**src/rtl/acc_pkg.sv**
```systemverilog
// Shared definitions for the baseline-removing unit accumulator:
// FSM encoding, default widths and the accumulator guard-bit width.
package acc_pkg;

  localparam int DEF_DATA_W  = 16;
  localparam int DEF_ACC_W   = 24;
  localparam int DEF_LEN_W   = 8;
  // One extra carry bit on the running sum reveals overflow before clamping.
  localparam int SAT_GUARD_W = 1;

  typedef enum logic {
    IDLE  = 1'b0,
    ACCUM = 1'b1
  } state_t;

endpackage

```
**src/rtl/acc_sat_sub.sv**
```systemverilog
// Registered baseline subtract with floor at zero; zero-extends to OUT_W.
// Flush drops the in-flight sample so nothing leaks past a run stop.
module acc_sat_sub #(
  parameter int DATA_W = 16,
  parameter int OUT_W  = 24
) (
  input  logic              clk_i,
  input  logic              rst_n_i,
  input  logic              flush_i,
  input  logic              vld_i,
  input  logic [DATA_W-1:0] data_i,
  input  logic [DATA_W-1:0] base_i,
  output logic              vld_o,
  output logic [OUT_W-1:0]  diff_o
);

  always_ff @(posedge clk_i or negedge rst_n_i) begin
    if (!rst_n_i) begin
      vld_o  <= 1'b0;
      diff_o <= '0;
    end else if (flush_i) begin
      vld_o  <= 1'b0;
      diff_o <= '0;
    end else begin
      vld_o <= vld_i;
      if (vld_i) begin
        diff_o <= (data_i > base_i) ? OUT_W'(data_i - base_i) : '0;
      end
    end
  end

endmodule

```
**src/rtl/acc_filter_unit.sv**
```systemverilog
// Baseline-removed unit accumulator with hysteretic threshold compare.
// Pipeline: stage0 count/latch, stage1 subtract, stage2 accumulate, then outputs.
//   state | meaning
//   IDLE  | laser off, pipeline flushed, waiting for laser_start_i rise
//   ACCUM | summing samples into back-to-back units
module acc_filter_unit
  import acc_pkg::*;
#(
  parameter int DATA_W = DEF_DATA_W,
  parameter int ACC_W  = DEF_ACC_W,
  parameter int LEN_W  = DEF_LEN_W
) (
  input  logic              clk_i,
  input  logic              rst_n_i,
  input  logic              laser_start_i,
  input  logic              adc_vld_i,
  input  logic [DATA_W-1:0] adc_data_i,
  input  logic [DATA_W-1:0] baseline_i,
  input  logic [LEN_W-1:0]  unit_len_i,
  input  logic [ACC_W-1:0]  acc_thresh_i,
  input  logic [ACC_W-1:0]  acc_hyst_i,
  output logic              filter_unit_vld_o,
  output logic              filter_acc_result_o,
  output logic [ACC_W-1:0]  unit_sum_o,
  output logic [31:0]       unit_cnt_o,
  output logic              acc_sat_o
);

  localparam int SUM_W = ACC_W + SAT_GUARD_W;

  state_t             r_state;
  logic               r_start_q;
  logic [LEN_W-1:0]   r_cnt, r_len;
  logic [ACC_W-1:0]   r_thr0, r_hyst0, r_thr2, r_lo2, r_acc;
  logic               r_last1, r_last2, r_first2, r_usat;
  logic               w_rise, w_take, w_first0, w_last0, w_vld1;
  logic [LEN_W-1:0]   w_len_raw, w_len, w_len_m1;
  logic [ACC_W-1:0]   w_d1, w_base, w_lo0;
  logic [SUM_W-1:0]   w_sum;

  assign w_rise    = laser_start_i & ~r_start_q;
  assign w_take    = adc_vld_i & laser_start_i & ((r_state == ACCUM) | w_rise);
  assign w_first0  = (r_cnt == '0);
  // A unit's first sample uses the live length, later samples the latched one.
  assign w_len_raw = w_first0 ? unit_len_i : r_len;
  assign w_len     = (w_len_raw == '0) ? LEN_W'(1) : w_len_raw;
  assign w_len_m1  = w_len - LEN_W'(1);
  assign w_last0   = (r_cnt == w_len_m1);
  assign w_lo0     = (r_thr0 > r_hyst0) ? (r_thr0 - r_hyst0) : '0;
  assign w_base    = r_first2 ? '0 : r_acc;
  assign w_sum     = SUM_W'(w_base) + SUM_W'(w_d1);

  acc_sat_sub #(.DATA_W(DATA_W), .OUT_W(ACC_W)) u_sub (
    .clk_i   (clk_i),
    .rst_n_i (rst_n_i),
    .flush_i (~laser_start_i),
    .vld_i   (w_take),
    .data_i  (adc_data_i),
    .base_i  (baseline_i),
    .vld_o   (w_vld1),
    .diff_o  (w_d1)
  );

  always_ff @(posedge clk_i or negedge rst_n_i) begin
    if (!rst_n_i) begin
      r_state             <= IDLE;
      r_start_q           <= 1'b0;
      r_cnt               <= '0;
      r_len               <= '0;
      r_thr0              <= '0;
      r_hyst0             <= '0;
      r_thr2              <= '0;
      r_lo2               <= '0;
      r_acc               <= '0;
      r_last1             <= 1'b0;
      r_last2             <= 1'b0;
      r_first2            <= 1'b1;
      r_usat              <= 1'b0;
      filter_unit_vld_o   <= 1'b0;
      filter_acc_result_o <= 1'b0;
      unit_sum_o          <= '0;
      unit_cnt_o          <= '0;
      acc_sat_o           <= 1'b0;
    end else begin
      r_start_q         <= laser_start_i;
      filter_unit_vld_o <= 1'b0;
      case (r_state)
        IDLE: if (w_rise) begin
          r_state             <= ACCUM;
          unit_cnt_o          <= '0;
          acc_sat_o           <= 1'b0;
          filter_acc_result_o <= 1'b0;
        end
        ACCUM: if (!laser_start_i) r_state <= IDLE;
        default: r_state <= IDLE;
      endcase
      if (!laser_start_i) begin
        r_cnt               <= '0;
        r_last1             <= 1'b0;
        r_last2             <= 1'b0;
        r_first2            <= 1'b1;
        r_acc               <= '0;
        r_usat              <= 1'b0;
        filter_acc_result_o <= 1'b0;
      end else begin
        if (w_take) begin
          r_cnt <= w_last0 ? '0 : r_cnt + LEN_W'(1);
          if (w_first0) begin
            r_len   <= unit_len_i;
            r_thr0  <= acc_thresh_i;
            r_hyst0 <= acc_hyst_i;
          end
        end
        r_last1 <= w_take & w_last0;
        // Thresholds travel with the unit so the next unit may relatch early.
        if (w_vld1) begin
          r_acc    <= w_sum[ACC_W] ? '1 : w_sum[ACC_W-1:0];
          r_usat   <= (r_usat & ~r_first2) | w_sum[ACC_W];
          r_first2 <= r_last1;
          if (r_last1) begin
            r_thr2 <= r_thr0;
            r_lo2  <= w_lo0;
          end
        end
        r_last2 <= w_vld1 & r_last1;
        if (r_last2) begin
          filter_unit_vld_o <= 1'b1;
          unit_sum_o        <= r_acc;
          unit_cnt_o        <= unit_cnt_o + 32'd1;
          if (r_usat) acc_sat_o <= 1'b1;
          if (r_acc >= r_thr2) filter_acc_result_o <= 1'b1;
          else if (r_acc < r_lo2) filter_acc_result_o <= 1'b0;
        end
      end
    end
  end

endmodule

```
**config.mk**
```make
export PLATFORM = sky130hd
export DESIGN_NAME = acc_filter_unit
export DESIGN_NICKNAME = d
export VERILOG_FILES = /design/src/rtl/acc_pkg.sv /design/src/rtl/acc_sat_sub.sv /design/src/rtl/acc_filter_unit.sv
export SDC_FILE = /design/constraint.sdc
export NUM_CORES = 1
export LEC_CHECK = 0
export BUFFER_PORTS_ARGS = -buffer_cell sky130_fd_sc_hd__clkbuf_2
export CAP_MARGIN = 20
export CORE_AREA = 5 5 170 172
export DETAILED_ROUTE_END_ITERATION = 8
export DIE_AREA = 0 0 175 177
export GPL_TIMING_DRIVEN = 0
export PLACE_DENSITY = 0.69
export SYNTH_ARGS = -nofsm -noshare
export SYNTH_HDL_FRONTEND = slang
export SYNTH_SLANG_ARGS = --single-unit
```
**constraint.sdc**
```tcl
create_clock -name clk_i -period 4.32 [get_ports clk_i]
set_input_delay 0.864 -clock clk_i [delete_from_list [all_inputs] [get_ports clk_i]]
set_output_delay 0.864 -clock clk_i [all_outputs]
set_load 0.005 [all_outputs]
```
==> results of run 1 <==
[worst max-delay path: stages (launching register included)]
cell and delay, ns:
dfrtp_1 0.32, inv_1 0.06, ha_1 0.21, inv_1 0.07, fa_1 0.21, a21o_1 0.13, a21oi_1 0.11, o21a_1 0.22
o211ai_1 0.17, a21o_1 0.21, a41oi_1 0.13, nor3_1 0.76, clkinv_1 0.66, clkbuf_1 0.42, o22ai_1 0.24
[what timing repair did]
| item | 4_1_cts | 5_1_grt |
|---|---|---|
| setup endpoints to repair | 8 | 18 |
| gates resized for setup | 1 | 3 |
| hold buffers | 0 | 0 |
[worst paths after layout]
check / from / endpoint / slack, ns
max: r_thr0[0]$_DFFE_PN0P_ / r_lo2[15]$_DFFE_PN0P_ / 0.29
max in group asynchronous: rst_n_i / u_sub.diff_o[13]$_DFFE_PN0P_ / 3.11
min: rst_n_i / r_hyst0[15]$_DFFE_PN0P_ / 0.32
min in group clk_i: r_start_q$_DFF_PN0_ / r_state$_DFF_PN0_ / 0.46
min reg2reg: r_start_q$_DFF_PN0_ / r_state$_DFF_PN0_ / 0.46
max reg2reg: r_thr0[0]$_DFFE_PN0P_ / r_lo2[15]$_DFFE_PN0P_ / 0.29
[stage by stage]
step                      TNS, ns  hold slack (ns)  total power (µW)  worst slack, ns
final                           0            0.315              7440            0.289
after floorplan                 0            0.436              4570            0.911
after detailed placement   -0.796            0.457              5260           -0.157
after global routing            0            0.347              7930           0.0315
after global placement    -444.56            0.455              5200            -2.06
after CTS                       0            0.326              7450           0.0406
[cell type report]
cell class / count / area share
plain buffers: 47 / 0.0128
repair buffers: 152 / 0.0529
clock inverters: 9 / 0.00780
clock buffers: 35 / 0.0463
multi-input cells: 1026 / 0.467
flip-flops and latches: 219 / 0.356
well taps: 346 / 0.0281
inverters: 117 / 0.0285
[logic make-up after synthesis]
logic type	Yosys count	synth area share
AO/OA/AOI/OAI	383	0.190
XOR/XNOR	57	0.0375
adder cells (fa/ha/maj)	118	0.113
buffers and inverters	164	0.0477
flip-flops	219	0.412
multiplexers	65	0.0541
AND/OR/NAND/NOR	403	0.146
[synthesized netlist by cell type (21+ instances only)]
library cell | n | area share
inv_1 | 114 | 0.032
mux2_2 | 55 | 0.047
xnor2_1 | 36 | 0.024
nand4_1 | 22 | 0.010
nor2b_1 | 30 | 0.014
a31oi_1 | 31 | 0.015
ha_1 | 115 | 0.11
o21ai_0 | 111 | 0.042
and3_1 | 22 | 0.010
a21oi_1 | 58 | 0.022
nand2_1 | 170 | 0.048
xor2_1 | 21 | 0.014
nand3_1 | 43 | 0.016
a21o_1 | 53 | 0.030
dfrtp_1 | 218 | 0.41
nor2_1 | 54 | 0.015
clkbuf_1 | 35 | 0.0099
[sequential cells by signal (all words and copies together) (netlist names), 8 cells and up]
register,cells
r_cnt,8
u_sub.diff_o,17
r_len,8
r_thr2,24
unit_cnt_o,32
r_hyst0,24
r_lo2,24
unit_sum_o,24
r_thr0,24
r_acc,24
[power by group through the flow]
stage / clock [µW] / sequential, µW / combinational, µW
floorplan: 0 / 2510 / 2060
global placement: 0 / 2610 / 2590
detailed placement: 0 / 2620 / 2650
CTS: 2190 / 2580 / 2670
global route: 2290 / 2620 / 3030
finish: 2170 / 2580 / 2680
[layer usage]
metal	share of wire	vias up	wire (µm)
met1	0.47	5423	16300
met2	0.45	324	15500
met3	0.059	47	2050
met5	0	-	0
li1	-	5420	-
met4	0.018	0	611
[placed cells by master, fill, tap and decap left out, drive strengths merged, types with 4 or more instances in the layout]
master,n
nand4,22
o2111ai,6
o211ai,9
o21a,13
a211o,6
clkbuf,220
ha,115
a21o,53
buf,14
a21oi,58
a32o,4
and3,22
nor3,18
xnor2,36
nand3,43
mux2i,10
o21bai,6
mux2,55
inv,116
dfrtp,218
nand2b,14
clkinv,7
a31oi,31
o31ai,8
nand2,171
o32ai,4
a22o,19
o22ai,15
o21ai,112
xor2,21
a211oi,12
and2,5
nor2,55
nor4,5
nor2b,30
==> qor.csv, run 1 <==
stage,metric,value,unit
placed_design,dpl cells,1907,
timing,crit path time final,4.03,ns
yosys,number of synthesized flops with an enable pin,0,
power_and_ir_drop,leakage power,0.00771,µW
drt,TritonRoute pass-1 iters,5,
global_route,number of global-route vias before repair,10900,
clock_tree,CTS Buffer Depth,3,
drt,DR DRC count,0,
layout,fill cell count,2440,
global_route,grt met1 use,0.327,
clock_tree,worst-skew pair later-pin latency,0.52,ns
clock_tree,CTS buffer count,25,
global_route,met2 Use GR,0.352,
timing,Slew @ Worst Pin,0.963,ns
global_route,first-pass GRT wire length,56.8,mm
die,Initial Utilization,0.487,
run_status,status,completed,
critical_path,Worst EP arrival,4.45,ns
placed_design,routability cong.,0.868,
global_route,initial antenna violation count,0,
global_route,gr busiest metal,met2,
die,DIE HEIGHT,177,µm
drt,Final ANT Viol Nets,0,
global_route,GRT met3 Usage,0.0348,
clock_tree,H-tree lvl count,1,
timing,RSZ-0062 raised after global routing,no,
timing,final hold vios,0,
layout,"Net count, final",1798,
die,Rows,61,
critical_path,Worst Reg-to-Reg Cells,14,
yosys,ys async rst share,1.00,
layout,# diodes,0,
power_and_ir_drop,Comb pwr share,0.361,
timing,final setup fails,0,
yosys,Avg Inst Size Synth,9.44,µm²
critical_path,Critical Path Fanout Max,10,
drt,WL/cell,17.7,µm
clock_tree,setup bufs post-CTS,0,
yosys,most common flop cell mapped by yosys,dfrtp_1,
power_and_ir_drop,clock share of power,0.291,
power_and_ir_drop,highest ir drop seen on vdd,0.000364,V
timing,"Slew Viols, Final",0,
layout,register area,5480,µm²
timing,period utilisation layout,0.933,
drt,overall routed net length,34.5,mm
clock_tree,CTS tree,done,
die,total die area,31000,µm²
yosys,Post-Syn Instances,1409,
job,Max Cap Viol,0,
placed_design,PortBufs,150,
yosys,Syn Nets,1619,
yosys,synthesized area,13300,µm²
layout,final core occ,0.563,
layout,fraction of layout cells with a size suffix above 1,0.168,
power_and_ir_drop,Pwr Density,483,nW/µm²
clock_tree,CTS sink count,219,
worst_hold_path,Hold Crit Class,input port to asynchronous set/reset pin,
global_route,global-route total usage across every layer,0.222,
layout,Multi-input gate area,7190,µm²
placed_design,hpwl dp,26.1,mm
power_and_ir_drop,Sequential Power Share,0.348,
global_route,largest net degree at the start of global routing,104,
clock_tree,clock-pin slew on the worst setup and hold paths,0.06,ns
power_and_ir_drop,Pint,4840,µW
die,core area,27300,µm²
die,# IOs,151,
layout,"Design Area, Final",15400,µm²
power_and_ir_drop,sw power,2590,µW
critical_path,CP startpoint kind,register,
die,Die Wd,175,µm
critical_path,Setup CP Type,register to register,
yosys,post-synthesis sequential area ratio,0.412,
drt,vias post-DR,11200,
timing,Max Freq,248,MHz
drt,Detailed Route Iter0 Violations,670,
global_route,GRT Residual Overflow,0,
critical_path,critical path endpoint category,register,
yosys,post-synthesis cell type count,70,
layout,Synth-to-Final Area Change,15.8,%
layout,Layout Cells excl Fill,1951,
timing,slew margin rel.,0.353,
drt,vias per cell,5.75,
critical_path,critical path required time,4.74,ns
power_and_ir_drop,Sw Ratio,0.349,
clock_tree,Root Driver,clkbuf_16,
yosys,YS warnings,0,
timing,Fin Clk Skew,0.0127,ns
yosys,Synth Register Bits,219,
placed_design,Placed Area,14500,µm²
Note: power is estimated with default switching activity, not from simulation.
==> run 2: changes to the inputs <==
--- a/config.mk
+++ b/config.mk
@@ -7,11 +7,11 @@
 export LEC_CHECK = 0
 export BUFFER_PORTS_ARGS = -buffer_cell sky130_fd_sc_hd__clkbuf_2
 export CAP_MARGIN = 20
-export CORE_AREA = 5 5 170 172
+export CORE_AREA = 5 5 162 164
 export DETAILED_ROUTE_END_ITERATION = 8
-export DIE_AREA = 0 0 175 177
+export DIE_AREA = 0 0 167 169
 export GPL_TIMING_DRIVEN = 0
-export PLACE_DENSITY = 0.69
+export PLACE_DENSITY = 0.75
 export SYNTH_ARGS = -nofsm -noshare
 export SYNTH_HDL_FRONTEND = slang
 export SYNTH_SLANG_ARGS = --single-unit
==> qor.csv, run 2 (same netlist as run 1, synthesis figures left out) <==
stage,metric,value,unit
power_and_ir_drop,clock share of power,0.293,
layout,"Net count, final",1800,
job,Max Cap Viol,0,
critical_path,RR Startpoint,r_first2$_DFFE_PN1P_,
die,core area,24700,µm²
power_and_ir_drop,leakage power,0.00774,µW
critical_path,Worst EP arrival,4.43,ns
global_route,GRT Residual Overflow,0,
placed_design,dpl cells,1891,
critical_path,CP startpoint kind,register,
global_route,largest net degree at the start of global routing,112,
critical_path,critical path endpoint category,register,
power_and_ir_drop,Sequential Power Share,0.346,
layout,"commonest non-fill, non-tap cells in the layout","218 x dfrtp_1, 170 x nand2_1, 150 x clkbuf_2",
clock_tree,worst-skew pair later-pin latency,0.53,ns
timing,Fin Clk Skew,0.0118,ns
layout,fill cell count,2114,
drt,Final ANT Viol Nets,0,
die,Initial Utilization,0.537,
die,# IOs,151,
timing,TNS Setup,0,ns
layout,Reg with most FFs,unit_cnt_o,
die,total die area,28200,µm²
placed_design,PortBufs,150,
drt,Detailed Route Iter0 Violations,870,
placed_design,hpwl dp,25.9,mm
global_route,initial antenna violation count,0,
critical_path,Critical Path Fanout Max,10,
power_and_ir_drop,Comb pwr share,0.361,
critical_path,R2R Path End,r_acc[22]$_DFFE_PN0P_,
layout,Synth-to-Final Area Change,15.9,%
timing,final hold vios,0,
global_route,number of global-route vias before repair,11100,
timing,"Slew Viols, Final",0,
critical_path,register-to-register setup slack,0.27,ns
layout,# diodes,0,
run_status,status,completed,
drt,DR DRC count,0,
timing,slew margin rel.,0.453,
layout,"commonest non-fill, non-tap cell in the layout",dfrtp_1,
drt,vias post-DR,11300,
timing,hold slack,0.387,ns
clock_tree,clock-pin slew on the worst setup and hold paths,0.06,ns
critical_path,Setup CP Type,register to register,
power_and_ir_drop,Sw Ratio,0.352,
drt,WL/cell,17.8,µm
timing,Slew @ Worst Pin,0.817,ns
timing,RSZ-0062 raised after global routing,no,
clock_tree,CTS sink count,219,
power_and_ir_drop,highest ir drop seen on vdd,0.000350,V
global_route,global-route total usage across every layer,0.240,
layout,fraction of layout cells with a size suffix above 1,0.171,
clock_tree,CTS Buffer Depth,3,
placed_design,worst slack at placement,-0.0946,ns
worst_hold_path,Hold Crit Class,input port to asynchronous set/reset pin,
die,Rows,58,
die,DIE HEIGHT,169,µm
power_and_ir_drop,Pwr Density,487,nW/µm²
timing,final worst slack,0.266,ns
clock_tree,setup bufs post-CTS,0,
clock_tree,CTS buffer count,26,
clock_tree,Root Driver,clkbuf_16,
global_route,first-pass GRT wire length,56.3,mm
placed_design,routability cong.,0.888,
timing,final setup fails,0,
layout,register area,5480,µm²
power_and_ir_drop,sw power,2640,µW
clock_tree,H-tree lvl count,1,
critical_path,Worst Reg-to-Reg Cells,14,
drt,vias per cell,5.85,
timing,period utilisation layout,0.938,
layout,Multi-input gate area,7190,µm²
clock_tree,CTS tree,done,
timing,crit path time final,4.05,ns
layout,Layout Cells excl Fill,1939,
critical_path,critical path required time,4.69,ns
drt,overall routed net length,34.5,mm
drt,TritonRoute pass-1 iters,5,
die,Die Wd,167,µm
power_and_ir_drop,Pint,4860,µW
layout,max FFs per register,32,
timing,Max Freq,247,MHz
layout,final core occ,0.623,
[run 2: per-layer routing]
layer | wire [µm] | vias up | track usage
li1 | - | 5422 | -
met1 | 15800 | 5463 | 0.351
met2 | 15400 | 379 | 0.375
met3 | 2280 | 72 | 0.0336
met4 | 960 | 0 | 0.0687
met5 | 0 | - | 0
[run 2: power groups by stage]
stage | clock [µW] | sequential (µW) | combinational (µW)
finish | 2200 | 2590 | 2710
global route | 2320 | 2620 | 2990
CTS | 2240 | 2590 | 2680
detailed placement | 0 | 2620 | 2640
global placement | 0 | 2610 | 2570
floorplan | 0 | 2510 | 2060
[run 2: final cells by class]
class                      count  area share
buffer                        47      0.0127
inverter                     117      0.0285
clock inverter                 9     0.00528
clock buffer                  38      0.0517
sequential                   219       0.356
multi-input combinational   1026       0.466
tap                          330      0.0268
timing repair buffer         153      0.0532
[run 2: worst max-delay path, stage by stage (launching register included)]
cell and delay (ns):
dfstp_2 0.61, clkbuf_2 0.27, nor2_1 0.09, ha_1 0.22, inv_1 0.08, fa_1 0.20
nor2b_1 0.07, o2111ai_1 0.20, nand4b_1 0.26, a31oi_1 0.45, a21oi_1 0.24, a31oi_2 0.45
and2_1 0.19, clkbuf_1 0.41, a31oi_1 0.18
[run 2: metrics by stage]
stage               total power (µW)  area [µm²]
floorplan                       4570       13300
global placement                5190       14500
detailed placement              5270       14500
CTS                             7500       15400
global route                    7930       15400
finish                          7500       15400
[run 2: worst max-delay path by stage]
stage | start | end | slack [ns] | depth (start not counted)
floorplan | unit_len_i[1] | r_cnt[6]$_DFFE_PN0P_ | 0.91 | 11
global placement | rst_n_i | u_sub.diff_o[2]$_DFFE_PN0P_ | -1.95 | 1
detailed placement | r_first2$_DFFE_PN1P_ | r_acc[22]$_DFFE_PN0P_ | -0.09 | 14
CTS | r_first2$_DFFE_PN1P_ | r_acc[22]$_DFFE_PN0P_ | 0.07 | 14
global route | r_first2$_DFFE_PN1P_ | r_acc[22]$_DFFE_PN0P_ | 0.04 | 14
finish | r_first2$_DFFE_PN1P_ | r_acc[22]$_DFFE_PN0P_ | 0.27 | 14
[run 2: timing repair]
action,in CTS,in global routing
endpoints found under the hold margin,0,0
hold buffers,0,0
endpoints found under the setup margin,8,8
resized for setup,1,2
cloned,0,0
==> run 3: changes to the inputs <==
--- a/config.mk
+++ b/config.mk
@@ -7,11 +7,11 @@
 export LEC_CHECK = 0
 export BUFFER_PORTS_ARGS = -buffer_cell sky130_fd_sc_hd__clkbuf_2
 export CAP_MARGIN = 20
-export CORE_AREA = 5 5 162 164
+export CORE_AREA = 5 5 163 165
 export DETAILED_ROUTE_END_ITERATION = 8
-export DIE_AREA = 0 0 167 169
+export DIE_AREA = 0 0 168 170
 export GPL_TIMING_DRIVEN = 0
-export PLACE_DENSITY = 0.75
+export PLACE_DENSITY = 0.77
 export SYNTH_ARGS = -nofsm -noshare
 export SYNTH_HDL_FRONTEND = slang
 export SYNTH_SLANG_ARGS = --single-unit
==> constraint.sdc (replaced) <==
create_clock -name clk_i -period 3.3 [get_ports clk_i]
set_input_delay 0.66 -clock clk_i [delete_from_list [all_inputs] [get_ports clk_i]]
set_output_delay 0.66 -clock clk_i [all_outputs]
set_load 0.005 [all_outputs]
==> qor.csv, run 3 (same netlist as run 1, synthesis figures left out) <==
stage,metric,value,unit
run_status,status,"complete, but fails checks",
run_status,violated checks,setup timing,
timing,final setup fails,2,
power_and_ir_drop,Pwr Density,624,nW/µm²
global_route,first-pass GRT wire length,57.3,mm
critical_path,CP startpoint kind,register,
die,core area,24900,µm²
die,Initial Utilization,0.534,
clock_tree,H-tree lvl count,1,
power_and_ir_drop,Comb pwr share,0.379,
timing,final worst slack,-0.0285,ns
global_route,gr busiest metal,met2,
global_route,GRT Residual Overflow,0,
die,Rows,58,
placed_design,routability cong.,0.928,
layout,register area,5490,µm²
placed_design,PortBufs,150,
layout,fraction of layout cells with a size suffix above 1,0.191,
drt,TritonRoute pass-1 iters,6,
timing,hold slack,0.126,ns
layout,Reg with most FFs,unit_cnt_o,
drt,vias per cell,5.81,
placed_design,hpwl dp,26.1,mm
drt,WL/cell,17.8,µm
drt,Final ANT Viol Nets,0,
global_route,largest net degree at the start of global routing,81,
timing,Fin Clk Skew,0.0265,ns
global_route,initial antenna violation count,0,
global_route,GRT met3 Usage,0.0365,
power_and_ir_drop,clock share of power,0.277,
timing,period utilisation layout,1.01,
power_and_ir_drop,Pint,6270,µW
critical_path,critical path required time,3.70,ns
drt,DR DRC count,0,
timing,TNS Setup,-0.0449,ns
layout,max FFs per register,32,
layout,"commonest non-fill, non-tap cell in the layout",dfrtp_1,
layout,Multi-input gate area,7300,µm²
clock_tree,CTS sink count,219,
timing,crit path time final,3.33,ns
placed_design,Placed Area,14500,µm²
job,Max Cap Viol,0,
timing,RSZ-0062 raised after global routing,yes,
global_route,global-route total usage across every layer,0.239,
layout,"commonest non-fill, non-tap cells in the layout","215 x dfrtp_1, 170 x nand2_1, 150 x clkbuf_2",
die,total die area,28600,µm²
critical_path,Critical Path Fanout Max,3,
timing,"Slew Viols, Final",0,
clock_tree,CTS buffer count,25,
critical_path,Setup CP Type,register to register,
timing,Slew @ Worst Pin,0.717,ns
layout,fill cell count,2041,
clock_tree,CTS tree,done,
clock_tree,Root Driver,clkbuf_16,
drt,overall routed net length,34.7,mm
timing,final hold vios,0,
critical_path,critical path endpoint category,register,
drt,Detailed Route Iter0 Violations,961,
layout,final core occ,0.627,
global_route,number of global-route vias before repair,11300,
power_and_ir_drop,Sw Ratio,0.357,
die,DIE HEIGHT,170,µm
power_and_ir_drop,highest ir drop seen on vdd,0.000384,V
clock_tree,worst-skew pair later-pin latency,0.53,ns
layout,# diodes,0,
layout,"Design Area, Final",15600,µm²
die,# IOs,151,
clock_tree,CTS Buffer Depth,3,
power_and_ir_drop,Sequential Power Share,0.345,
timing,Max Freq,300,MHz
global_route,grt met1 use,0.340,
clock_tree,clock-pin slew on the worst setup and hold paths,0.06,ns
drt,vias post-DR,11400,
worst_hold_path,Hold Crit Class,input port to asynchronous set/reset pin,
layout,"Net count, final",1816,
critical_path,Worst EP arrival,3.73,ns
layout,Layout Cells excl Fill,1955,
power_and_ir_drop,sw power,3480,µW
die,Die Wd,168,µm
timing,slew margin rel.,0.520,
layout,Synth-to-Final Area Change,17.4,%
placed_design,dpl cells,1891,
power_and_ir_drop,leakage power,0.00779,µW
global_route,met2 Use GR,0.387,
-- run 3: cell count changes in the layout (fill, tap and decap cells not counted), sizes merged --
| cell | before | now |
|---|---|---|
| clkinvlp | 0 | 2 |
| buf | 15 | 34 |
| clkinv | 8 | 2 |
| inv | 117 | 118 |
-- run 3: timing repair --
item / in CTS / in global routing
pin swaps: 9 / 9
hold buffers: 0 / 0
resized for setup: 21 / 26
buffers inserted: 11 / 9
setup endpoints to repair: 53 / 62
-- run 3: layout make-up --
| cell class | instances | share of cell area |
|---|---|---|
| Timing Repair Buffer | 172 | 0.0626 |
| Multi-Input combinational cell | 1026 | 0.468 |
| Tap cell | 330 | 0.0264 |
| Buffer | 45 | 0.0132 |
| Inverter | 117 | 0.0283 |
| Clock buffer | 40 | 0.0462 |
| Clock inverter | 6 | 0.00409 |
| Sequential cell | 219 | 0.351 |
-- run 3: metal layers --
layer,vias up,routed length [µm]
li1,5438,-
met1,5498,15800
met2,360,15800
met3,60,2240
met4,0,907
met5,-,0
-- run 3: metrics by stage --
step	setup WS, ns	total power, µW
finish	-0.0285	9750
global route	-0.124	10300
global placement	-2.75	6770
floorplan	0.0203	5990
CTS	-0.0545	9680
detailed placement	-0.913	6890
-- run 3: final timing paths --
kind | from | slack, ns | endpoint | depth (start not counted)
max | r_len[1]$_DFFE_PN0P_ | -0.03 | r_cnt[6]$_DFFE_PN0P_ | 11
min | rst_n_i | 0.13 | r_thr0[15]$_DFFE_PN0P_ | 1
max reg2reg | r_len[1]$_DFFE_PN0P_ | -0.03 | r_cnt[6]$_DFFE_PN0P_ | 11
min reg2reg | r_start_q$_DFF_PN0_ | 0.48 | r_state$_DFF_PN0_ | 1
max in group asynchronous | rst_n_i | 2.36 | u_sub.diff_o[2]$_DFFE_PN0P_ | 2
min in group clk_i | acc_hyst_i[10] | 0.33 | r_hyst0[10]$_DFFE_PN0P_ | 3
-- run 3: worst max-delay path, cell delays in order, from the launching register on --
cell and delay [ns]:
dfrtp_1 0.38, or4_4 0.54, or4_4 0.42, a22o_1 0.28, ha_2 0.19, o21a_1 0.12, a211o_1 0.27, a2111oi_4 0.39
o311ai_4 0.18, nand2_4 0.13, nor2_2 0.04, a211o_1 0.25
-- run 3: power groups by stage --
| stage | combinational [µW] | sequential [µW] | clock [µW] |
|---|---|---|---|
| 3_3_place_gp | 3360 | 3410 | 0 |
| 2_1_floorplan | 2700 | 3290 | 0 |
| 4_1_cts | 3600 | 3360 | 2720 |
| 3_5_place_dp | 3480 | 3420 | 0 |
| 5_1_grt | 4060 | 3410 | 2850 |
| 6_report | 3690 | 3360 | 2700 |
